[src/rtl/menu_input.sv]
// Joystick front end: synchronises and debounces button/up/down contacts,
// emits a one-cycle enter pulse and keeps the wrapping menu cursor.
module menu_input #(
   parameter int DEBOUNCE_CYCLES = 16,
   parameter int NUM_OPTIONS     = 3
) (
   input  logic       clock,
   input  logic       reset,
   input  logic       btn_raw,
   input  logic       up_raw,
   input  logic       down_raw,
   input  logic       menu_active,
   output logic       enter,
   output logic [1:0] value
);

   localparam int              CW       = $clog2(DEBOUNCE_CYCLES);
   localparam logic [CW-1:0]   CNT_LAST = CW'(DEBOUNCE_CYCLES - 1);
   localparam logic [1:0]      OPT_LAST = 2'(NUM_OPTIONS - 1);
   localparam int              BTN      = 0;
   localparam int              UP       = 1;
   localparam int              DN       = 2;

   logic [2:0]    w_raw;
   logic [2:0]    w_rise;
   logic [2:0]    r_sync1;
   logic [2:0]    r_sync2;
   logic [2:0]    r_stable;
   logic [2:0]    r_stable_prev;
   logic [CW-1:0] r_cnt [3];
   logic          r_menu_d;
   logic          r_enter;
   logic          r_up_rise;
   logic          r_down_rise;
   logic [1:0]    r_value;
   logic [1:0]    w_value_nxt;

   assign w_raw  = {down_raw, up_raw, btn_raw};
   assign w_rise = r_stable & ~r_stable_prev;

   // Any sample matching the accepted level restarts the run, so only an
   // uninterrupted run of DEBOUNCE_CYCLES differing samples flips it.
   always_ff @(posedge clock or negedge reset) begin
      if (!reset) begin
         r_sync1       <= '0;
         r_sync2       <= '0;
         r_stable      <= '0;
         r_stable_prev <= '0;
         for (int i = 0; i < 3; i++) r_cnt[i] <= '0;
      end else begin
         r_sync1       <= w_raw;
         r_sync2       <= r_sync1;
         r_stable_prev <= r_stable;
         for (int i = 0; i < 3; i++) begin
            if (r_sync2[i] == r_stable[i]) begin
               r_cnt[i] <= '0;
            end else if (r_cnt[i] == CNT_LAST) begin
               r_stable[i] <= r_sync2[i];
               r_cnt[i]    <= '0;
            end else begin
               r_cnt[i] <= r_cnt[i] + CW'(1);
            end
         end
      end
   end

   // Cursor edges are registered alongside enter, so a move lands one edge
   // after a coincident enter and the FSM latches the pre-move selection.
   always_ff @(posedge clock or negedge reset) begin
      if (!reset) begin
         r_enter     <= 1'b0;
         r_up_rise   <= 1'b0;
         r_down_rise <= 1'b0;
         r_menu_d    <= 1'b0;
         r_value     <= '0;
      end else begin
         r_enter     <= w_rise[BTN];
         r_up_rise   <= w_rise[UP];
         r_down_rise <= w_rise[DN];
         r_menu_d    <= menu_active;
         r_value     <= w_value_nxt;
      end
   end

   always_comb begin
      w_value_nxt = r_value;
      if (menu_active && !r_menu_d) begin
         w_value_nxt = '0;
      end else if (menu_active && !(r_up_rise && r_down_rise)) begin
         if (r_down_rise) begin
            w_value_nxt = (r_value == OPT_LAST) ? 2'd0 : r_value + 2'd1;
         end else if (r_up_rise) begin
            w_value_nxt = (r_value == 2'd0) ? OPT_LAST : r_value - 2'd1;
         end
      end
   end

   assign enter = r_enter;
   assign value = r_value;

endmodule

[config.mk]
export PLATFORM = sky130hd
export DESIGN_NAME = menu_input
export DESIGN_NICKNAME = d
export VERILOG_FILES = /design/src/rtl/menu_input.sv
export SDC_FILE = /design/constraint.sdc
export NUM_CORES = 1
export LEC_CHECK = 0
export CAP_MARGIN = 15
export CORE_MARGIN = 1.5
export CORE_UTILIZATION = 50
export DETAILED_ROUTE_END_ITERATION = 8
export MAX_ROUTING_LAYER = met4
export PLACE_DENSITY_LB_ADDON = 0.2
export SYNTH_ARGS = -nofsm -noshare
export SYNTH_HDL_FRONTEND = slang
export SYNTH_SLANG_ARGS = --single-unit
[constraint.sdc]
create_clock -name clock -period 2.9 [get_ports clock]
set_clock_uncertainty 0.05 [all_clocks]
set_input_delay 0.435 -clock clock [delete_from_list [all_inputs] [get_ports clock]]
set_output_delay 0.435 -clock clock [all_outputs]
set_load 0.01 [all_outputs]
Word-level counts from Yosys, hierarchy flattened
Cells that the tools add are included.
{ "totals": {"register_bits": 30, "in_bits": 6} }
{ "op_classes": {"add_sub_neg": 5, "n_eq_ne": 7, "muxes": 12, "bitwise": 5, "n_reduce_logical": 12} }
{ "op_table": {"columns": ["op", "count"], "rows": [
  ["$mux 4", 6],
  ["$add 4x1->4 const B", 3],
  ["$eq 4x4->1 const B", 3],
  ["$mux 2", 6],
  ["$reduce_and 2->1", 4],
  ["$and 3x3->3", 1],
  ["$eq 1x1->1", 3],
  ["$logic_and 1x1->1", 3],
  ["$not 1->1", 3],
  ["$not 3->3", 1],
  ["$reduce_bool 3->1", 1],
  ["$add 2x1->2 const B", 1],
  ["$eq 2x2->1 const B", 1],
  ["$logic_not 1->1", 2],
  ["$logic_not 2->1", 1],
  ["$reduce_bool 2->1", 1],
  ["$sub 2x1->2 const B", 1]
]} }

Logic depth before layout (Yosys ltp)
Gate-level depths: netlist of the first run.
{ "logic_depth": {"depth_word": 6, "ltp_mapped": 5, "depth_no_buf": 5} }

Least setup slack after synthesis of the first run
OpenSTA, ideal clock, no wires.
{ "synth_path": {"path_kind": "register to register", "start": "register r_value[0], in the netlist value[0]", "end": "register r_value[1], in the netlist value[1]", "setup_ps": 122, "arrival_time_ps": 1051, "required_ps": 2728, "path_slack_ps": 1677, "path_stages_with_launch": 5, "path_cell_list": "dfrtp_1 -> inv_1 -> ha_1 -> o2bb2ai_1 -> a32o_1"} }
{ "synth_via": {"elab_chain_len": 6, "elab_cells_between_ends": 10, "cone_classes": "add/sub: 2; eq/ne: 1; mux: 6; reduce/logical: 1"} }
{ "synth_rtl": {"columns": ["element", "line_no", "source"], "rows": [
  ["from (decl)", "35", "logic [1:0] r_value;"],
  ["from (signal assigned)", "81", "r_value <= w_value_nxt;"],
  ["$sub 2x1->2 or $logic_not 2->1 (tied branches)", "93", "w_value_nxt = (r_value == 2'd0) ? OPT_LAST : r_value - 2'd1;"],
  ["$mux 2", "93", null],
  ["$mux 2", "92", "end else if (r_up_rise) begin"],
  ["$mux 2 *", "90", "if (r_down_rise) begin"],
  ["$mux 2 *", "89", "end else if (menu_active && !(r_up_rise && r_down_rise)) begin"],
  ["$mux 2 *", "87", "if (menu_active && !r_menu_d) begin"]
]} }
Every way passes the cells marked *; elsewhere a longest branch is shown, timed or not. The select of a mux whose other input is x is not followed.
A chain may end at the register's enable or synchronous reset.

Worst setup path after layout of the first run
{ "layout_path": {"start": "register r_value[1], in the netlist value[1]", "end": "output port value[1]"} }
{ "layout_lines": {"columns": ["element", "line_no", "source"], "rows": [
  ["to (decl)", "14", "output logic [1:0] value"]
]} }
No word-level cell between the ends.

==> results of run 1 <==
==> per-stage QoR <==
step                      hold slack, ns  util [%]  power [µW]  area, µm²
after global placement             0.286      59.0         511       1310
after floorplan                   0.0894         -         486       1180
after global routing               0.327      61.7         795       1370
after detailed placement           0.290      59.0         515       1310
after CTS                          0.315      61.7         765       1370
final                              0.311      61.7         756       1370
==> power by group through the flow <==
stage | registers (µW) | logic [µW] | clock network, µW
final | 450 | 54.7 | 251
after global routing | 454 | 65.6 | 276
after CTS | 451 | 56.5 | 258
after detailed placement | 459 | 55.6 | 0
after global placement | 457 | 54.3 | 0
after floorplan | 457 | 29.0 | 0
==> final timing paths <==
| path | startpoint | to | cells past startpoint | slack (ns) |
|---|---|---|---|---|
| worst max-delay path | value[1]$_DFFE_PN0P_ | value[1] | 1 | 1.15 |
| worst min-delay path | r_sync1[2]$_DFF_PN0_ | r_sync2[2]$_DFF_PN0_ | 0 | 0.31 |
| worst max register to register | r_cnt[8]$_DFF_PN0_ | r_stable[0]$_DFFE_PN0P_ | 3 | 1.64 |
| worst min register to register | r_sync1[2]$_DFF_PN0_ | r_sync2[2]$_DFF_PN0_ | 0 | 0.31 |
| max in group asynchronous | reset | value[0]$_DFFE_PN0P_ | 2 | 2.09 |
| min in group asynchronous | reset | r_stable[0]$_DFFE_PN0P_ | 2 | 0.44 |
==> routing by layer <==
layer	part of all wire, %	track usage (%)	up-vias
met5	0	-	-
met4	0.88	3.95	0
met3	5.8	8.62	2
met2	45	22.6	13
met1	48	17.5	326
li1	-	-	336
==> kinds of logic (layout without fill, tap and decap cells) <==
kind of cell / Yosys count / in the layout
AND/OR/NAND/NOR: 22 / 22
buffers and inverters: 7 / 24
AO/OA/AOI/OAI: 15 / 15
multiplexers: 3 / 3
flip-flops: 30 / 30
adder cells (fa/ha/maj): 6 / 6
XOR/XNOR: 7 / 7
==> flip-flops by register name, indices dropped and copies added (netlist names) <==
signal	flops
r_down_rise	1
r_menu_d	1
enter	1
value	2
r_stable	3
r_up_rise	1
r_stable_prev	3
r_sync2	3
r_cnt	12
r_sync1	3
==> cells in the final DEF (no fill, tap or decap), drive strengths merged, types with 4 or more instances in the layout <==
cell type	netlist	layout
a21oi	6	6
clkbuf	0	7
clkdlybuf4s50	0	8
dfrtp	30	30
ha	6	6
inv	7	7
nor2b	7	7
o21ai	4	4
xnor2	6	6
==> area by class of cell <==
type | instances | area (µm²)
Tap cell | 28 | 35.0
Clock inverter | 1 | 5.00
Timing Repair Buffer | 9 | 87.6
Multi-Input combinational cell | 53 | 405
Fill cell | 182 | 847
Clock buffer | 7 | 55.1
Inverter | 7 | 26.3
Sequential cell | 30 | 751
==> flow_summary.json, run 1 <==
{
  "ys_warn_count": 0,
  "slowest_stage": "clkdlybuf4s50_1",
  "grt_max_degree": 31,
  "synth_cell_type_count": 21,
  "root_buffer": "clkbuf_4",
  "syn_inst": 90,
  "via_count": 677,
  "io_pins": 9,
  "dp_hpwl_um": 1110,
  "finalSetupViolCount": 0,
  "drt_pass1_iterations": 3,
  "synth_common_cells": "dfrtp_1, inv_1, nor2b_1",
  "io_buffers": 8,
  "synth_top_family_by_area": "simple AND/OR/NAND/NOR gates",
  "yosysMostFrequentCell": "dfrtp_1",
  "fin_crit_sh_pct": 60.4,
  "cts_buffers": 5,
  "grt_use_total_pct": 15.1,
  "start_util_pct": 53.5,
  "worstSetupPathType": "register to output port",
  "final.setup.tns_ns": 0,
  "yosysTopAreaCell": "dfrtp_1",
  "fp-row-count": 17,
  "synth_area_leaders": "dfrtp_1, ha_1, xnor2_1, mux2_4, nor2b_1",
  "start_kind": "register",
  "cts_tree": "yes",
  "clkPwrFrac_pct": 33.2,
  "grt_pass1_vias": 664,
  "synthSimpleGateAreaFrac_pct": 11.2,
  "fin_ws_ns": 1.15,
  "dieArea_mm2": 0.00267,
  "p_int_uw": 581,
  "area_growth_pct": 15.4,
  "status": "finished clean",
  "routedWlPerCell_um": 11.8,
  "tightest_slew_ns": 0.355,
  "synth_ff_type": "dfrtp_1",
  "critPathTopFamily": "buffers and inverters",
  "rsz0062_at_grt": "false",
  "synth_area_mm2": 0.00118,
  "synth-edff-count": 0,
  "grt-ovfl-total": 0,
  "syn_nets": 102,
  "drv_slew": 0,
  "postCtsSetupBuffers": 0,
  "endpoint_kind": "output port",
  "cp_max_fo": 4,
  "clk_pin_slew_ns": 0.09,
  "die_x_um": 51.6,
  "max_cap_viol_count": 0,
  "avgSynthCellArea_um2": 13.1,
  "ys_async_sr_fraction_pct": 100,
  "drive_above_1_share_pct": 10.3,
  "cp.required_ns": 2.41,
  "synthMuxAreaShare_pct": 3.81,
  "wl_um": 1590,
  "min_period_ns": 1.75,
  "antenna_left": 0,
  "slowest_delay_ns": 0.55,
  "hp-class": "register to register",
  "arrival_ns": 1.27,
  "coreArea_mm2": 0.00221,
  "gp_congestion": 0.709,
  "die_y_um": 51.6,
  "stdcell_count": 135,
  "cts_hold_buf": 0,
  "post-place-ws_ns": 1.47,
  "antenna_found_initial": 0,
  "ys_seq_area_share_pct": 63.5,
  "fmax_mhz": 571,
  "synth_compound_area_share_pct": 7.72,
  "power_frac_seq_pct": 59.6,
  "synth_seq_cells": 30,
  "drc": 0,
  "drtIter0Drc": 14,
  "via_per_inst": 5.01,
  "switching_power_uw": 175,
  "diodes": 0,
  "clock_sinks": 30,
  "cts_max_path_buffers": 2,
  "dp_cells": 127,
  "p_sw_share_pct": 23.1,
  "comb_power_share_pct": 7.2,
  "yosys.area_share.adder_pct": 6.35,
  "pwr_density_cell_mw_per_mm2": 554,
  "synth_top_area_share_pct": 63.5,
  "htree_num_levels": 2,
  "grt_first_pass_wirelength_um": 2750,
  "p_leak_uw": 0.000625,
  "crit_chain": "clkdlybuf4s50_1",
  "vdd_drop_max_v": 0.000443,
  "final_net_count": 118,
  "cts_resized": 0,
  "insertion_delay_ns": 0.32,
  "hold_viol": 0,
  "synth-xor-area-share_pct": 5.19,
  "slew_headroom_pct": 76.3,
  "critPathBufInv": 1
}
Power figures use the tool's default switching activity.
==> inputs of run 2 (changes only) <==
Clock period 2.9 ns to 1.7 ns, I/O delays scaled along.
==> run 2 against run 1 <==
  * Sequential share of layout area is the same
  * Routed wire length grew 2.6%
  * Cell count is the same
  * Global-route usage grew 1.3 points
  * Utilization is the same
  * Combinational power grew 72%
  * Clock power grew 72%
  * Clock-buffer cell count is the same
  * Worst hold slack lost 0.061 ns
  * First-iteration DRC count shrank 29%
  * Critical path type unchanged
==> flow_summary.json, run 2 (synthesis gave the netlist of run 1 again) <==
{
  "top_register": "r_cnt",
  "cts_resized": 0,
  "slowest_stage": "clkdlybuf4s50_1",
  "dp_cells": 127,
  "clk_pin_slew_ns": 0.10,
  "p_int_uw": 991,
  "cp-endpoint": "value[0]",
  "antenna_found_initial": 0,
  "dieArea_mm2": 0.00267,
  "finalSetupViolCount": 0,
  "antenna_left": 0,
  "cts_hold_buf": 0,
  "clock_sinks": 30,
  "root_buffer": "clkbuf_4",
  "cp.required_ns": 1.39,
  "area_growth_pct": 15.4,
  "p_leak_uw": 0.000625,
  "p_sw_share_pct": 23.4,
  "status": "finished clean",
  "hp-class": "input pin to asynchronous set/reset pin",
  "coreArea_mm2": 0.00221,
  "seq_area_um2": 751,
  "startpoint": "value[0]$_DFFE_PN0P_",
  "fillers": 187,
  "critPathBufInv": 1,
  "cts_buffers": 5,
  "gp_congestion": 0.705,
  "grt_pass1_vias": 674,
  "clkPwrFrac_pct": 33.3,
  "hold_viol": 0,
  "die_y_um": 51.6,
  "drive_above_1_share_pct": 10.3,
  "via_count": 681,
  "drtIter0Drc": 10,
  "start_util_pct": 53.5,
  "slew_headroom_pct": 76.0,
  "pwr_density_cell_mw_per_mm2": 948,
  "grt_first_pass_wirelength_um": 2900,
  "fmax_mhz": 627,
  "tightest_slew_ns": 0.360,
  "wl_um": 1640,
  "cp.depth": 1,
  "largest_reg_flops": 12,
  "dp_hpwl_um": 1120,
  "diodes": 0,
  "start_kind": "register",
  "switching_power_uw": 303,
  "io_pins": 9,
  "cp_max_fo": 4,
  "critPathTopFamily": "buffers and inverters",
  "worstSetupPathType": "register to output port",
  "multi_input_area_um2": 405,
  "insertion_delay_ns": 0.33,
  "grt_max_degree": 31,
  "drv_slew": 0,
  "layout_common_cells": "dfrtp_1, clkdlybuf4s50_1, nor2b_1, inv_1",
  "final_net_count": 118,
  "drt_pass1_iterations": 4,
  "stdcell_count": 135,
  "min_period_ns": 1.60,
  "r2r-end": "r_stable[0]$_DFFE_PN0P_",
  "fp-row-count": 17,
  "endpoint_kind": "output port",
  "io_buffers": 8,
  "crit_chain": "clkdlybuf4s50_1",
  "routedWlPerCell_um": 12.1,
  "r2r_slack_ns": 0.45,
  "postCtsSetupBuffers": 0,
  "max_cap_viol_count": 0,
  "power_frac_seq_pct": 59.4,
  "cts_tree": "yes",
  "via_per_inst": 5.04,
  "comb_power_share_pct": 7.3,
  "final_common_cell": "dfrtp_1",
  "final.setup.tns_ns": 0,
  "ff2ff_path_depth": 3,
  "cts_max_path_buffers": 2,
  "slowest_delay_ns": 0.55,
  "rsz0062_at_grt": "false",
  "die_x_um": 51.6,
  "r2r_start": "r_cnt[8]$_DFF_PN0_",
  "grt_use_total_pct": 16.4,
  "drc": 0,
  "arrival_ns": 1.29,
  "grt-ovfl-total": 0,
  "fin_crit_sh_pct": 93.8,
  "htree_num_levels": 2,
  "vdd_drop_max_v": 0.000505
}
==> run 2: cell counts in the layout (fill, tap and decap cells not counted) <==
Identical to the previous run, type by type.
==> run 2: cell type report <==
class                   instances  share of cell area (%)
flip-flops and latches         30                    55.0
well taps                      28                    2.57
inverters                       7                    1.92
repair buffers                  9                    6.42
multi-input cells              53                    29.7
clock buffers                   7                    4.03
clock inverters                 1                   0.367
==> run 2: worst reg2reg max path, stage by stage, from the launching register on <==
cell	delay (ns)
dfrtp_1	0.42
ha_1	0.25
nand3_1	0.11
mux2_4	0.30
==> run 2: power by group through the flow <==
stage | registers, µW | logic, µW | clock network (µW)
2_1_floorplan | 779 | 49.5 | 0
3_3_place_gp | 781 | 92.5 | 0
3_5_place_dp | 783 | 95.8 | 0
4_1_cts | 769 | 96.8 | 457
5_1_grt | 774 | 111 | 475
6_report | 769 | 94.3 | 431
==> run 2: how the worst min path moves through the flow <==
stage	startpoint	depth (start not counted)	end
floorplan	reset	0	enter$_DFF_PN0_
global placement	r_sync1[1]$_DFF_PN0_	0	r_sync2[1]$_DFF_PN0_
detailed placement	r_sync1[1]$_DFF_PN0_	0	r_sync2[1]$_DFF_PN0_
CTS	reset	2	enter$_DFF_PN0_
global route	reset	2	enter$_DFF_PN0_
finish	reset	2	enter$_DFF_PN0_
==> run 2: through the flow <==
stage | util, % | power, µW | area, µm² | hold WS [ns] | setup WS, ns
final | 61.7 | 1290 | 1370 | 0.250 | 0.105
after global routing | 61.7 | 1360 | 1370 | 0.275 | 0.0481
after CTS | 61.7 | 1320 | 1370 | 0.240 | 0.0701
after detailed placement | 59.0 | 879 | 1310 | 0.290 | 0.436
after global placement | 59.0 | 873 | 1310 | 0.283 | 0.462
after floorplan | - | 829 | 1180 | -0.0906 | 0.477
==> run 2: per-layer routing <==
metal	vias to the layer above	track usage [%]	part of all wire [%]
met3	4	6.90	4.2
li1	335	-	-
met2	10	22.2	46
met1	332	19.6	47
met5	-	-	0
met4	0	11.8	3.1
==> variant (flow settings as in run 2) <==
The parameter `DEBOUNCE_CYCLES` goes from 16 to 8.
--- a/src/rtl/menu_input.sv
+++ b/src/rtl/menu_input.sv
@@ -1,7 +1,7 @@
 // Joystick front end: synchronises and debounces button/up/down contacts,
 // emits a one-cycle enter pulse and keeps the wrapping menu cursor.
 module menu_input #(
-   parameter int DEBOUNCE_CYCLES = 16,
+   parameter int DEBOUNCE_CYCLES = 8,
    parameter int NUM_OPTIONS     = 3
 ) (
    input  logic       clock,
Check against the original RTL: no difference found for any inputs over 10 cycles, from zero or initial values and one cycle with reset low; that may be too few to reach the edited logic, so the function may still have changed.
==> variant against run 2 <==
  * Fmax up 0.76%
  * Worst setup slack gained 0.012 ns
  * Final area is 13% lower
  * Area after synthesis fell by 13%
  * Sequential cell count is 3 lower
  * Routed wire length decreased by 23%
Power is not compared: it rests on default switching activity, and its combinational part moved more than twofold at a synthesized area within 25%.
==> variant: results <==
[hold_path]
hold_class = "primary input to async pin"

[clock_tree]
cts_resized = 0
clockBufferDepth = 2
root_buffer = "clkbuf_4"
post_cts_buffers = 0
clk_pin_slew_ns = 0.13
worstSkewPairLatency_ns = 0.31
htreeDepth = 1
cts_buffers = 3
clock_sink_count = 27

[layout]
largest_reg_flops = 9
fill_cells = 183
nNetsFinal = 95
layout-drive-gt1-share_pct = 16.5
largest-register = "r_cnt"
antennaDiodeCount = 0

[synthesis]
synth_area_leaders = "dfrtp_1 (65%), ha_1 (11%), and2_1 (3.6%)"
yosysSeqAreaShare_pct = 65.4
ys.flop_type = "dfrtp_1"
synthDistinctLibCells = 14
synth_commonest_cells = "dfrtp_1 (27), ha_1 (9), and2_1 (6)"
ys_warn_count = 0
synthArstFlopShare_pct = 100
synth_nets = 81

[critical_path]
slowest_stage = "clkdlybuf4s50_1"
crit_arrival_ns = 1.28
cpPeakStageDelay_ns = 0.55

[global_route]
track_usage_pct = 14.1
grt_pass1_wl_um = 2360
grt_antenna_before_repair = 0
grt_max_degree = 28
grt_pass1_vias = 528

[run_status]
outcome = "finished clean"

[routing]
routed_via_density = 4.83
first_pass_iters = 2
drtIter0Drc = 2
wl_um = 1270

[power_and_ir_drop]
p_leak_uw = 0.000582
ir_drop_mv = 0.814

[place]
io_buffers = 8
postPlaceCellArea_um2 = 1150
dp_hpwl_um = 931
gp_congestion = 0.704
dp_slack_ns = 0.457

[sta]
slew-limit-headroom_pct = 78.1
variant: path summary, 6_finish.rpt:
kind | to | slack, ns | start | cells past startpoint
min in group clock | r_sync1[2]$_DFF_PN0_ | 0.31 | down_raw | 1
min | r_menu_d$_DFF_PN0_ | 0.26 | reset | 2
max | value[0] | 0.12 | value[0]$_DFFE_PN0P_ | 1
max reg2reg | r_stable[1]$_DFFE_PN0P_ | 0.43 | r_cnt[3]$_DFF_PN0_ | 3
max in group asynchronous | r_cnt[8]$_DFF_PN0_ | 1.09 | reset | 2
min reg2reg | r_sync2[0]$_DFF_PN0_ | 0.31 | r_sync1[0]$_DFF_PN0_ | 0
variant: where the power goes:
part,switching (uW),internal (uW)
Sequential,118,836
Clock,167,91.6
Combinational,187,263
variant: logic make-up (layout without fill, tap and decap cells):
group | after synthesis | after routing | synth area share [%]
compound gates | 5 | 5 | 5.21
xor+xnor | 3 | 3 | 2.54
fa+ha+maj | 9 | 9 | 10.9
simple gates | 15 | 15 | 11.3
buf+inv | 4 | 17 | 1.45
flops | 27 | 27 | 65.4
mux | 3 | 3 | 3.27
variant: layout make-up:
| class | instances | area, um2 | share of cell area, % |
|---|---|---|---|
| clock buffers | 4 | 26.3 | 2.22 |
| inverters | 4 | 15.0 | 1.27 |
| multi-input cells | 35 | 343 | 29.0 |
| flip-flops and latches | 27 | 676 | 57.2 |
| well taps | 27 | 33.8 | 2.86 |
| repair buffers | 9 | 87.6 | 7.42 |
variant: per-layer routing:
layer | wire (um) | GRT usage (%) | part of all wire [%]
met5 | 0 | - | 0
met4 | 34 | 10.0 | 2.7
met3 | 31 | 3.09 | 2.4
met2 | 595 | 19.2 | 47
met1 | 605 | 18.9 | 48
variant: stage by stage:
stage | power [uW] | hold WS, ns | instances
5_1_grt | 1820 | 0.262 | 106
3_3_place_gp | 1410 | 0.284 | 102
2_1_floorplan | 1260 | -0.0906 | 66
6_report | 1660 | 0.264 | 106
4_1_cts | 1700 | 0.269 | 106
3_5_place_dp | 1430 | 0.290 | 102
